$ cat config.mk
export PLATFORM = sky130hd
export DESIGN_NAME = regfile_sb
export DESIGN_NICKNAME = d
export VERILOG_FILES = /design/src/rtl/regfile_sb.sv
export SDC_FILE = /design/constraint.sdc
export NUM_CORES = 1
export LEC_CHECK = 0
export ABC_CLOCK_PERIOD_IN_PS = 8500
export BUFFER_PORTS_ARGS = -buffer_cell sky130_fd_sc_hd__buf_2
export CORE_ASPECT_RATIO = 1.2
export CORE_MARGIN = 8
export CORE_UTILIZATION = 35
export DETAILED_ROUTE_END_ITERATION = 10
export HOLD_SLACK_MARGIN = 0.02
export SYNTH_ARGS = -nofsm -noshare
export SYNTH_HDL_FRONTEND = slang
export SYNTH_SLANG_ARGS = --single-unit
$ cat constraint.sdc
create_clock -name clk -period 8.5 [get_ports clk]
set_input_delay 0.85 -clock clk [delete_from_list [all_inputs] [get_ports clk]]
set_output_delay 0.85 -clock clk [all_outputs]
set_load 0.01 [all_outputs]
$ cat src/rtl/regfile_sb.sv
// Parametrised integer register file with optional write-to-read bypass,
// a pending-write scoreboard and a sequential clear engine.
module regfile_sb #(
    parameter int unsigned XLEN   = 32,
    parameter int unsigned NREGS  = 32,
    parameter int unsigned AW     = 5,
    parameter bit          BYPASS = 1'b1
) (
    input  logic            clk,
    input  logic            reset_n,
    input  logic [AW-1:0]   ra1,
    input  logic [AW-1:0]   ra2,
    output logic [XLEN-1:0] rd1,
    output logic [XLEN-1:0] rd2,
    output logic            rd1_busy,
    output logic            rd2_busy,
    input  logic [AW-1:0]   wa,
    input  logic [XLEN-1:0] wd,
    input  logic            wen,
    input  logic            sb_set,
    input  logic [AW-1:0]   sb_addr,
    input  logic            clr_start,
    output logic            clr_busy
);

    localparam int unsigned IW = (NREGS > 1) ? $clog2(NREGS) : 1;

    typedef enum logic {IDLE, CLEAR} state_e;

    state_e            state_q;
    logic [IW-1:0]     idx_q;
    logic              clr_busy_q;
    logic [NREGS-1:0]  sb_q, sb_d;
    logic [XLEN-1:0]   mem_q [NREGS];

    logic              mem_we;
    logic [IW-1:0]     mem_wa;
    logic [XLEN-1:0]   mem_wd;

    logic              idle;
    logic              wr_ok;
    logic              set_ok;
    logic              ok1, ok2;

    // Address 0 and anything at or beyond NREGS are not real registers.
    function automatic logic legal(input logic [AW-1:0] a);
        return (a != '0) && (32'(a) < NREGS);
    endfunction

    assign idle     = (state_q == IDLE);
    assign wr_ok    = idle && wen && legal(wa);
    assign set_ok   = idle && sb_set && legal(sb_addr);
    assign ok1      = idle && legal(ra1);
    assign ok2      = idle && legal(ra2);
    assign clr_busy = clr_busy_q;

    always_ff @(posedge clk) begin
        if (!reset_n) begin
            state_q    <= CLEAR;
            idx_q      <= IW'(1);
            clr_busy_q <= 1'b1;
            sb_q       <= '0;
        end else begin
            sb_q <= sb_d;
            case (state_q)
                IDLE: begin
                    if (clr_start) begin
                        state_q    <= CLEAR;
                        idx_q      <= IW'(1);
                        clr_busy_q <= 1'b1;
                    end
                end
                CLEAR: begin
                    if (idx_q == IW'(NREGS - 1)) begin
                        state_q    <= IDLE;
                        clr_busy_q <= 1'b0;
                    end else begin
                        idx_q <= idx_q + IW'(1);
                    end
                end
                default: begin
                    state_q    <= CLEAR;
                    idx_q      <= IW'(1);
                    clr_busy_q <= 1'b1;
                end
            endcase
        end
    end

    // Set is applied after the write-clear so a coincident issue wins.
    always_comb begin
        sb_d = sb_q;
        if (!idle) begin
            sb_d = '0;
        end else begin
            if (wr_ok)  sb_d[wa[IW-1:0]]      = 1'b0;
            if (set_ok) sb_d[sb_addr[IW-1:0]] = 1'b1;
        end
    end

    // Single write port shared by the clear engine and writeback; no reset on storage.
    always_comb begin
        mem_we = 1'b0;
        mem_wa = wa[IW-1:0];
        mem_wd = wd;
        if (reset_n) begin
            if (!idle) begin
                mem_we = 1'b1;
                mem_wa = idx_q;
                mem_wd = '0;
            end else begin
                mem_we = wr_ok;
            end
        end
    end

    always_ff @(posedge clk) begin
        if (mem_we) mem_q[mem_wa] <= mem_wd;
    end

    always_comb begin
        rd1      = '0;
        rd1_busy = 1'b0;
        if (ok1) begin
            if (BYPASS && wen && (wa == ra1)) begin
                rd1 = wd;
            end else begin
                rd1      = mem_q[ra1[IW-1:0]];
                rd1_busy = sb_q[ra1[IW-1:0]];
            end
        end
    end

    always_comb begin
        rd2      = '0;
        rd2_busy = 1'b0;
        if (ok2) begin
            if (BYPASS && wen && (wa == ra2)) begin
                rd2 = wd;
            end else begin
                rd2      = mem_q[ra2[IW-1:0]];
                rd2_busy = sb_q[ra2[IW-1:0]];
            end
        end
    end

endmodule

Yosys cells after proc, flatten, opt, wreduce, memory -nomap -nowiden
Memories as Yosys holds them, arrays and structs flattened. Cells that the tools add are included.

Memory bits (writable): 1024. Memories kept: 1. Logic and storage cells: 76. Bits in registers: 39. Output and inout bits: 67. Input bits: 57.

Memories: mem_q (words 32, width 32, rd ports 2, clocked after memory_dff 0, wr ports 1, line 34) `logic [XLEN-1:0] mem_q [NREGS];`.

Magnitude comparators: 6. Mux-type cells: 36. Equality and inequality tests: 6. $add $sub $neg: 1. Bitwise operators: 5. Reductions and logical operators: 17.

Operators by type and width (number): 2-to-1 mux 32 bit (9); bitwise AND 32 bit (1); inverter 32 bit (1); bitwise OR 32 bit (1); less-than comparator 5 x 6 -> 1 bit (second input constant) (4); 2-to-1 mux 5 bit (4); nonzero test 5 bit (4); 2-to-1 mux 1 bit (16); binary-select mux 1 bit (select 5 bit) (2); demux 1 bit (select 5 bit) (2); == test 5 bit (2); greater-or-equal comparator 5 x 1 -> 1 bit (second input constant) (2); logical AND 1 bit (10); case mux 5 bit (2 select lines) (1); adder 5 x 1 -> 5 bit (second input constant) (1); == test 5 bit (second input constant) (1); != test 2 bit (second input constant) (2); case mux 1 bit (2 select lines) (2); AND reduction 2 bit (2); != test 2 x 1 -> 1 bit (second input constant) (1); inverter 1 bit (2); OR reduction 2 bit (1).

Depth between registers and ports, before layout
Word-level depth: 10. Mapped depth: 9. Mapped depth without buffers: 7.

Least setup slack after synthesis
OpenSTA, ideal clock, no wires.

Path type: input to register. Start point: input port wa[2]. End point: memory mem_q[1][0] (enable). Library setup time: 0.421 ns. Stages: 7. Path buffers: 2. Arrival: 3.425 ns. Setup slack: 4.654 ns. Required time: 8.079 ns. Cell sequence: clkbuf_1 -> nor4_1 -> nor4b_1 -> o21ai_0 -> or2_2 -> clkbuf_1 -> nor2_1.

Cells in the longest elaborated chain, start to end: 6. Elaborated cells between the ends (all ways): 8. Classes of those cells: mux (6); reduce/logical (2).

Ends and longest elaborated chain: start, declared (line 17) `input logic [AW-1:0] wa,`; nonzero test 5 bit (line 47) `return (a != '0) && (32'(a) < NREGS);`; logical AND 1 bit (line 51) `assign wr_ok = idle && wen && legal(wa);`; 2-to-1 mux 1 bit (line 107) `if (!idle) begin`; 2-to-1 mux 1 bit (line 106) `if (reset_n) begin`; 2-to-1 mux 1 bit (line 118) `if (mem_we) mem_q[mem_wa] <= mem_wd;`; 2-to-1 mux 1 bit (implied by the code) (line 118); end, declared (line 34).

Several ways; a longest one is shown, not always the timed one.

Worst setup path in the final report
Start point: input port ra1[1]. End point: output port rd1[19].

Cells in the longest elaborated chain, start to end: 4. Elaborated cells between the ends (all ways): 7. Classes of those cells: eq/ne (1); mux (2); reduce/logical (3); memory (1).

Ends and longest elaborated chain: start, declared (line 11) `input logic [AW-1:0] ra1,`; branches (longest 3 deep; another with memory (32 x 32 bit)); 2-to-1 mux 32 bit * (line 124) `if (ok1) begin`; end, declared (line 13) `output logic [XLEN-1:0] rd1,`.

Mark *: on every way between the ends.

==> results.json <==
{
  "outcome": "complete, no violations",
  "maxSlewViolCount": 0,
  "grtUsageTotal_pct": 21.34,
  "synth_nets": 3079,
  "nFillCells": 13140,
  "post-route-period-util_pct": 61.44,
  "synthArstFlopShare_pct": 0,
  "skew_ns": 0.04539,
  "numCtsBuffers": 113,
  "worst_slew_pin_slew_ns": 1.173,
  "cp_top_family": "buffers and inverters",
  "die_w_um": 363.5,
  "ioPinCount": 124,
  "cpMaxStageDelayCell": "buf_4",
  "netlist_area_um2": 50720,
  "ys_ff_latch": 1063,
  "finalSetupViolCount": 0,
  "htreeDepth": 3,
  "ff2ff_path_depth": 6,
  "finalHoldViolations": 0,
  "clock_tree.root_cell": "clkbuf_16",
  "grt_antenna_before_repair": 9,
  "drt_pre_antenna_iters": 6,
  "max-clock-path-buffers": 3,
  "synth_area_leaders": "edfxtp_1 61%, mux4_2 15%, mux2i_1 7.8%",
  "vias": 32600,
  "dr.max_layer_used": "met5",
  "cts_hold_buf": 0,
  "dp_slack_ns": 3.390,
  "final_layout_size_suffix_gt1_share_pct": 23.52,
  "yosys_warnings": 0,
  "grt-ovfl-total": 0,
  "arrival_ns": 4.37,
  "synthDistinctLibCells": 57,
  "cp_num_buf_inv": 4,
  "dp.cells": 4904,
  "grt_pass1_vias": 31900,
  "crit_end": "rd1[19]",
  "slowest_delay_ns": 0.96,
  "wl_met2_um": 81230,
  "worstPathCellList": "clkbuf_8, nor2_4, buf_4, buf_4, a221oi_1, a22oi_1, a21oi_1, a211o_1, buf_2",
  "finalSetupTns_ns": 0,
  "syn_inst": 3020,
  "cts_resized": 0,
  "wl_met3_um": 17110,
  "synth_top_area_share_pct": 60.62,
  "synth_edf_count": 1024,
  "crit_start": "ra1[1]",
  "die_area_um2": 157400,
  "critPathLaunchType": "input pin",
  "irDropWorstVdd_mv": 0.2125,
  "post-route-min-period_ns": 5.222,
  "regToRegStartpoint": "state_q",
  "cap_violations": 0,
  "synth.avg_cell_area_um2": 16.80,
  "rsz0062_at_grt": "no",
  "routed_via_density": 6.371,
  "routed_wl_um": 173700,
  "post_cts_buffers": 0,
  "power.density_nw_per_um2": 204.0,
  "grt_max_degree": 104,
  "crit_type": "input pin to output port",
  "rows": 153,
  "synth_commonest_cells": "1,024 x edfxtp_1, 397 x mux2i_1, 337 x mux4_2",
  "core-area_um2": 144300,
  "nets": 3141,
  "worstReg2RegEnd": "mem_q[10][3]",
  "finalNonFillerCells": 5117,
  "cp_max_fo": 64,
  "path_depth": 9,
  "synthFlopType": "edfxtp_1",
  "start_util_pct": 35.14,
  "ys_seq_area_share_pct": 62.16,
  "clkTransAtPathRegs_ns": 0.06,
  "port_buffers": 123,
  "syn2layout_area_growth_pct": 12.60,
  "clk_latency_ns": 0.72,
  "place_congestion": 0.7969,
  "hold_path_class": "input pin to flip-flop",
  "yosys.area.top_type": "edfxtp_1",
  "leakagePower_uw": 0.01894,
  "grt_first_pass_wirelength_um": 242100,
  "synth_most_common_cell": "edfxtp_1",
  "whs_ns": 0.4779,
  "drt_first_iter_violations": 4116,
  "dpl.hpwl_um": 92470,
  "routedWlPerCell_um": 33.95,
  "regArea_um2": 31530,
  "worstSetupEndpointType": "output port",
  "drtAntennaViolNets": 0,
  "cp_common_cell": "buf_4",
  "cts_sinks": 1063,
  "route.detailed.drc": 0,
  "fin_ws_ns": 3.278,
  "fp.dieH_um": 433.0,
  "crit_required_ns": 7.65,
  "cts_tree": "done",
  "max_freq_ghz": 0.1915,
  "r2r_setup_slack_ns": 4.58,
  "multi_input_area_um2": 18210,
  "slew_headroom_pct": 20.96,
  "wl_met1_um": 66770
}
## worst min path at each step
stage          startpoint       end  slack (ns)  cells past startpoint
6_report       sb_addr[1]  sb_q[31]        0.48                      3
5_1_grt        sb_addr[1]  sb_q[31]        0.48                      3
4_1_cts        sb_addr[1]  sb_q[31]        0.44                      3
3_5_place_dp     sb_q[21]  sb_q[21]        0.48                      2
3_3_place_gp     sb_q[26]  sb_q[26]        0.47                      2
2_1_floorplan    sb_q[22]  sb_q[22]        0.46                      2
## logic make-up (layout without fill, tap and decap cells)
kind of cell	count (synthesis)	count (layout)	share of synthesized area, %
AND/OR/NAND/NOR	280	280	2.677
buffers and inverters	258	414	2.561
adder cells (fa/ha/maj)	2	2	0.04933
flip-flops	1063	1063	62.16
XOR/XNOR	10	10	0.1727
AO/OA/AOI/OAI	667	667	9.327
other	0	4	0
multiplexers	740	740	23.05
## per-layer routing
layer	global-route usage, %	vias up
li1	-	12930
met1	27.92	17300
met2	34.56	1947
met3	4.452	418
met4	8.979	2
met5	0	-
## state kept, by name, summed over array words and instances, names as in the netlist
name and count:
clr_busy 1, idx_q 5, mem_q 1024, sb_q 32, state_q 1
## where the power goes
group          internal [uW]  total, uW  switching, uW  leakage [uW]
logic                    331        947            616       0.00751
clock network           2800       4880           2080       0.00175
registers               5800       5820           21.5       0.00968
## metrics by stage
step / area [um2] / utilization [%] / power (uW)
floorplan: 50720 / - / 6541
global placement: 53490 / 37.06 / 6864
detailed placement: 53490 / 37.06 / 6869
CTS: 57100 / 39.56 / 11700
global route: 57100 / 39.56 / 11930
finish: 57110 / 39.57 / 11650
## tightest hold or removal path: stages
cell and delay, ns:
buf_2 0.13, nand3_1 0.07, a21oi_1 0.06
## final cells by class
| class | instances | area share [%] |
|---|---|---|
| sequential | 1063 | 55.21 |
| multi-input combinational | 1699 | 31.89 |
| clock buffer | 142 | 5.142 |
| tap | 1937 | 4.244 |
| timing repair buffer | 197 | 2.257 |
| clock inverter | 67 | 1.176 |
| inverter | 8 | 0.06572 |
| antenna | 4 | 0.01753 |
## layout by cell type (no fill, tap or decap), drive strengths merged, types with 4 or more instances in the layout
cell,instances
a211o,36
a211oi,23
a21oi,133
a221o,70
a221oi,149
a22oi,81
and2,38
and3,10
buf,195
bufinv,12
clkbuf,144
clkinv,54
dfxtp,39
diode,4
edfxtp,1024
inv,6
mux2i,397
mux4,341
nand2,79
nand2b,7
nand3,8
nor2,66
nor2b,16
nor3,39
nor3b,4
o211ai,7
o21ai,152
xnor2,10
Note: power is estimated with default switching activity, not from simulation.
